==> src/rtl/parity_frame_pkg.sv <==
// rtl/parity_frame_pkg.sv - shared types and line levels for the parity frame receiver
//
// Purpose: FSM state encoding and serial line levels used by parity_frame_ctrl.
// Ports:   none (package).

package parity_frame_pkg;

    typedef enum logic [1:0] {
        IDLE = 2'd0,
        DATA = 2'd1,
        PAR  = 2'd2,
        STOP = 2'd3
    } state_t;

    localparam logic LINE_IDLE   = 1'b1;
    localparam logic START_LEVEL = 1'b0;

endpackage

==> src/rtl/parity_acc.sv <==
// rtl/parity_acc.sv - serial running-parity accumulator
//
// Purpose: XOR-accumulates one serial bit per enabled cycle; clr restarts at 0.
// Ports:
//   clk    - rising-edge clock
//   rst_n  - synchronous active-low reset
//   clr    - restart accumulation (priority over en)
//   en     - fold sbit into the running parity this cycle
//   sbit   - serial bit to accumulate
//   parity - running XOR of all bits folded in since the last clear

module parity_acc (
    input  logic clk,
    input  logic rst_n,
    input  logic clr,
    input  logic en,
    input  logic sbit,
    output logic parity
);

    always_ff @(posedge clk) begin
        if (!rst_n) begin
            parity <= 1'b0;
        end else if (clr) begin
            parity <= 1'b0;
        end else if (en) begin
            parity <= parity ^ sbit;
        end
    end

endmodule

==> src/rtl/parity_frame_ctrl.sv <==
// rtl/parity_frame_ctrl.sv - framed serial receiver with parity/stop checking and valid/ready output
//
// Purpose: samples x on en strobes through start/data/parity/stop, checks parity
//          and stop bit, and presents each word on a valid/ready handshake.
// Build option: PARITY_FRAME_CTRL_ERR_CNT_EN enables the saturating err_cnt
//          counter; without it err_cnt is tied to 0.
// Ports:
//   clk        - rising-edge clock
//   rst_n      - synchronous active-low reset
//   x          - serial data line (idle high), sampled when en=1
//   en         - bit strobe
//   out_ready  - consumer accepts the presented word
//   out_valid  - word available, held until accepted
//   out_data   - received word, LSB received first
//   parity_err - parity mismatch for the presented word
//   frame_err  - stop bit was 0 for the presented word
//   overrun    - sticky: a frame completed while the previous word was stalled
//   busy       - receiver is inside a frame
//   err_cnt    - saturating count of parity errors (optional)

module parity_frame_ctrl
    import parity_frame_pkg::*;
#(
    parameter int DATA_BITS  = 8,
    parameter bit ODD_PARITY = 1'b0
) (
    input  logic                 clk,
    input  logic                 rst_n,
    input  logic                 x,
    input  logic                 en,
    input  logic                 out_ready,
    output logic                 out_valid,
    output logic [DATA_BITS-1:0] out_data,
    output logic                 parity_err,
    output logic                 frame_err,
    output logic                 overrun,
    output logic                 busy,
    output logic [7:0]           err_cnt
);

    localparam int              CNT_W    = (DATA_BITS > 1) ? $clog2(DATA_BITS) : 1;
    localparam logic [CNT_W-1:0] LAST_BIT = CNT_W'(DATA_BITS - 1);

    state_t                 state;
    logic [CNT_W-1:0]       bit_cnt;
    logic [DATA_BITS-1:0]   shreg;
    logic                   perr_r;
    logic                   acc;
    logic                   acc_clr;
    logic                   acc_en;
    logic                   accept;

    // A start bit restarts the parity; only data bits are folded in.
    assign acc_clr = en && (state == IDLE) && (x == START_LEVEL);
    assign acc_en  = en && (state == DATA);

    parity_acc u_acc (
        .clk    (clk),
        .rst_n  (rst_n),
        .clr    (acc_clr),
        .en     (acc_en),
        .sbit   (x),
        .parity (acc)
    );

    // A new word may be loaded when the slot is empty or being emptied this edge.
    assign accept = !out_valid || out_ready;
    assign busy   = (state != IDLE);

    always_ff @(posedge clk) begin
        if (!rst_n) begin
            state      <= IDLE;
            bit_cnt    <= '0;
            shreg      <= '0;
            perr_r     <= 1'b0;
            out_valid  <= 1'b0;
            out_data   <= '0;
            parity_err <= 1'b0;
            frame_err  <= 1'b0;
            overrun    <= 1'b0;
        end else begin
            // Handshake runs every cycle; a completion below overrides the drop.
            if (out_valid && out_ready) begin
                out_valid <= 1'b0;
            end
            if (en) begin
                case (state)
                    IDLE: begin
                        if (x == START_LEVEL) begin
                            state   <= DATA;
                            bit_cnt <= '0;
                        end
                    end
                    DATA: begin
                        shreg <= {x, shreg[DATA_BITS-1:1]};
                        if (bit_cnt == LAST_BIT) begin
                            state <= PAR;
                        end else begin
                            bit_cnt <= bit_cnt + CNT_W'(1);
                        end
                    end
                    PAR: begin
                        perr_r <= acc ^ x ^ ODD_PARITY;
                        state  <= STOP;
                    end
                    STOP: begin
                        // Back to IDLE unconditionally: a low stop bit is not a start bit.
                        state <= IDLE;
                        if (accept) begin
                            out_valid  <= 1'b1;
                            out_data   <= shreg;
                            parity_err <= perr_r;
                            frame_err  <= ~x;
                        end else begin
                            overrun <= 1'b1;
                        end
                    end
                    default: state <= IDLE;
                endcase
            end
        end
    end

`ifdef PARITY_FRAME_CTRL_ERR_CNT_EN
    logic [7:0] err_q;

    // Counts every completed frame with bad parity, dropped frames included.
    always_ff @(posedge clk) begin
        if (!rst_n) begin
            err_q <= 8'd0;
        end else if (en && (state == STOP) && perr_r && (err_q != 8'hFF)) begin
            err_q <= err_q + 8'd1;
        end
    end

    assign err_cnt = err_q;
`else
    assign err_cnt = 8'd0;
`endif

endmodule

==> config.mk <==
export PLATFORM = sky130hd
export DESIGN_NAME = parity_frame_ctrl
export DESIGN_NICKNAME = d
export VERILOG_FILES = /design/src/rtl/parity_frame_pkg.sv /design/src/rtl/parity_acc.sv /design/src/rtl/parity_frame_ctrl.sv
export SDC_FILE = /design/constraint.sdc
export NUM_CORES = 1
export LEC_CHECK = 0
export BUFFER_PORTS_ARGS = -buffer_cell sky130_fd_sc_hd__buf_2
export CORE_UTILIZATION = 45
export CTS_CLUSTER_DIAMETER = 80
export DETAILED_ROUTE_END_ITERATION = 7
export PLACE_DENSITY = 0.66
export RECOVER_POWER = 25
export SETUP_SLACK_MARGIN = 0.1
export SYNTH_ARGS = -nofsm -noshare
export SYNTH_HDL_FRONTEND = slang
export SYNTH_SLANG_ARGS = --single-unit
==> constraint.sdc <==
create_clock -name clk -period 3.95 [get_ports clk]
set_input_delay 0.9875 -clock clk [delete_from_list [all_inputs] [get_ports clk]]
set_output_delay 0.9875 -clock clk [all_outputs]
set_load 0.01 [all_outputs]
==> results.json <==
{
  "status": "finished, final reports clean",
  "ir_drop_v": 0.000204,
  "cp_cell_sequence": "inv_1, ha_1, inv_1, buf_2",
  "fin_crit_sh": 0.562,
  "drc_errors": 0,
  "p_sw_mw": 0.122,
  "timing.final.ws_setup_ns": 1.73,
  "postCtsSetupBuffers": 0,
  "cp_top_family": "flip-flops",
  "min_period_ns": 2.22,
  "cts.clk_slew.worst_paths_ns": 0.15,
  "finalClockSkew_ns": 0.00503,
  "p_int_mw": 0.336,
  "pre_cts_ws_ns": 1.84,
  "maxCapViolCount": 0,
  "startpoint_type": "register",
  "cts_tree": "yes",
  "swShare": 0.266,
  "nNetsFinal": 170,
  "pwr-share-clk": 0.261,
  "grt_use_met3": 0.0339,
  "ys_ff_latch": 27,
  "dr.pass1.iters": 4,
  "critical_path.most_common_cell": "inv_1",
  "critPathArrivalTime_ns": 1.23,
  "stdcell_area_um2": 1290,
  "grtUsageMet2": 0.282,
  "die_x_um": 53.9,
  "hold_class": "reg -> reg",
  "grt_antenna_before_repair": 0,
  "cts_buffers": 3,
  "finalSetupViolCount": 0,
  "max_freq_mhz": 451,
  "required_ns": 2.96,
  "grt_setup_unrepaired": "no",
  "path_max_fanout": 5,
  "yosysSeqAreaShare": 0.446,
  "cts.sinks": 27,
  "die_area_um2": 2910,
  "ant_nets": 0,
  "grt_pass1_vias": 822,
  "grt.total_usage": 0.163,
  "place_area_um2": 1270,
  "portBuffers": 17,
  "maxSlewHeadroom": 0.555,
  "grt-ovfl-total": 0,
  "root_buffer": "clkbuf_4",
  "post_cts_resized": 0,
  "syn_area_um2": 1210,
  "place_hpwl_um": 1540,
  "grt_start_max_net_pins": 24,
  "max-clock-path-buffers": 2,
  "min_from": "shreg[0]",
  "dp_cells": 184,
  "routabilityCongestion": 0.708,
  "grtUsageMet1": 0.199,
  "drt_iter0_markers": 5,
  "rows": 18,
  "end_kind": "primary output",
  "wl_per_cell_um": 11.0,
  "critical_path_class": "reg -> out",
  "yosysWarnings": 0,
  "htreeDepth": 1,
  "final_cells": 188,
  "power_density_nw_per_um2": 354,
  "drv_slew": 0,
  "avgSynthCellArea_um2": 8.25,
  "drt_wl_total_um": 2080,
  "clk_latency_ns": 0.32,
  "final_cell_mix": "dfxtp_1, nand2_1, a21oi_1",
  "setup_tns_ns": 0,
  "vias": 963,
  "start_util": 0.481,
  "hold_violations": 0,
  "crit_start": "state[0]",
  "critical_path.max_stage_delay_ns": 0.40,
  "worstMarginPinSlew_ns": 0.667,
  "area_delta_synth_final_pct": 6.71,
  "r2r_start": "state[0]",
  "grt_busiest_layer": "met2",
  "fp.dieH_um": 53.9,
  "postCtsHoldBufs": 0,
  "core_area_um2": 2520,
  "grt_first_pass_wirelength_um": 3430,
  "antennaDiodeCount": 0,
  "slowest_stage": "dfxtp_1",
  "io_pins": 26,
  "mostFrequentLayoutCell": "dfxtp_1",
  "synthesis.instances": 147,
  "hold_ws_ns": 0.474,
  "critPathBufInv": 3,
  "p_seq_frac": 0.617,
  "leakage_nw": 0.514,
  "avgViaCountPerCell": 5.12,
  "synth_cell_types": 25,
  "drive_gt1_frac": 0.127,
  "fill_cells": 254,
  "power_frac_comb": 0.122
}
[power by group through the flow]
stage | clock network, mW | logic, mW | registers (mW)
CTS | 0.124 | 0.0570 | 0.282
global placement | 0 | 0.0546 | 0.288
finish | 0.120 | 0.0558 | 0.282
global route | 0.136 | 0.0641 | 0.283
detailed placement | 0 | 0.0568 | 0.288
floorplan | 0 | 0.0497 | 0.287
[cell type report]
type	instances	area (um2)	share of cell area
Tap cell	30	37.5	0.0290
Clock buffer	3	22.5	0.0174
Timing Repair Buffer	17	82.6	0.0638
Multi-Input combinational cell	105	584	0.452
Sequential cell	27	541	0.418
Clock inverter	1	7.51	0.00580
Inverter	5	18.8	0.0145
[flip-flops by register name, indices dropped and copies added (netlist names), 2 cells and up]
name and flops:
shreg 8, state 2, out_data 8, bit_cnt 3
[worst min-delay path, cell delays in order, from the launching register on]
cell	delay (ns)
dfxtp_1	0.34
nand2_1	0.05
a21oi_1	0.05
[synth_stat cells (all sizes together)]
master,number,area share
a211o,1,0.0072
a21bo,1,0.0083
a21oi,22,0.091
a311oi,1,0.0072
a31oi,2,0.010
and2,2,0.011
buf,9,0.054
clkbuf,8,0.025
conb,1,0.0031
dfxtp,27,0.45
ha,6,0.062
inv,5,0.015
mux2i,4,0.033
nand2,24,0.074
nand2b,1,0.0052
nand3,12,0.050
nand3b,2,0.012
nor2,2,0.0062
nor2b,1,0.0052
o21ai,13,0.054
or3,1,0.0052
or4b,1,0.0083
xnor2,1,0.0072
[logic make-up (layout without fill, tap and decap cells)]
kind of cell / count (synthesis) / in the layout / share of synthesized area
xor+xnor: 1 / 1 / 0.00723
fa+ha+maj: 6 / 6 / 0.0619
compound gates: 40 / 40 / 0.178
mux: 4 / 4 / 0.0330
simple gates: 46 / 46 / 0.178
buf+inv: 22 / 26 / 0.0939
flops: 27 / 27 / 0.446
other cells: 1 / 8 / 0.00309
[routing by layer]
layer / share of wire / wire length (um)
met5: 0 / 0
met4: 0.0058 / 12
met3: 0.036 / 75
met2: 0.47 / 977
met1: 0.49 / 1010
[stage by stage]
| step | util | power, mW |
|---|---|---|
| global route | 0.513 | 0.484 |
| CTS | 0.514 | 0.464 |
| finish | 0.513 | 0.458 |
| global placement | 0.502 | 0.343 |
| floorplan | - | 0.337 |
| detailed placement | 0.502 | 0.345 |
[final timing paths]
path	endpoint	slack [ns]	cells past startpoint
worst max-delay path	busy	1.73	4
worst min-delay path	shreg[0]	0.47	2
worst max register to register	bit_cnt[0]	2.29	5
worst min register to register	shreg[0]	0.47	2
(Power assumes the default switching activity.)
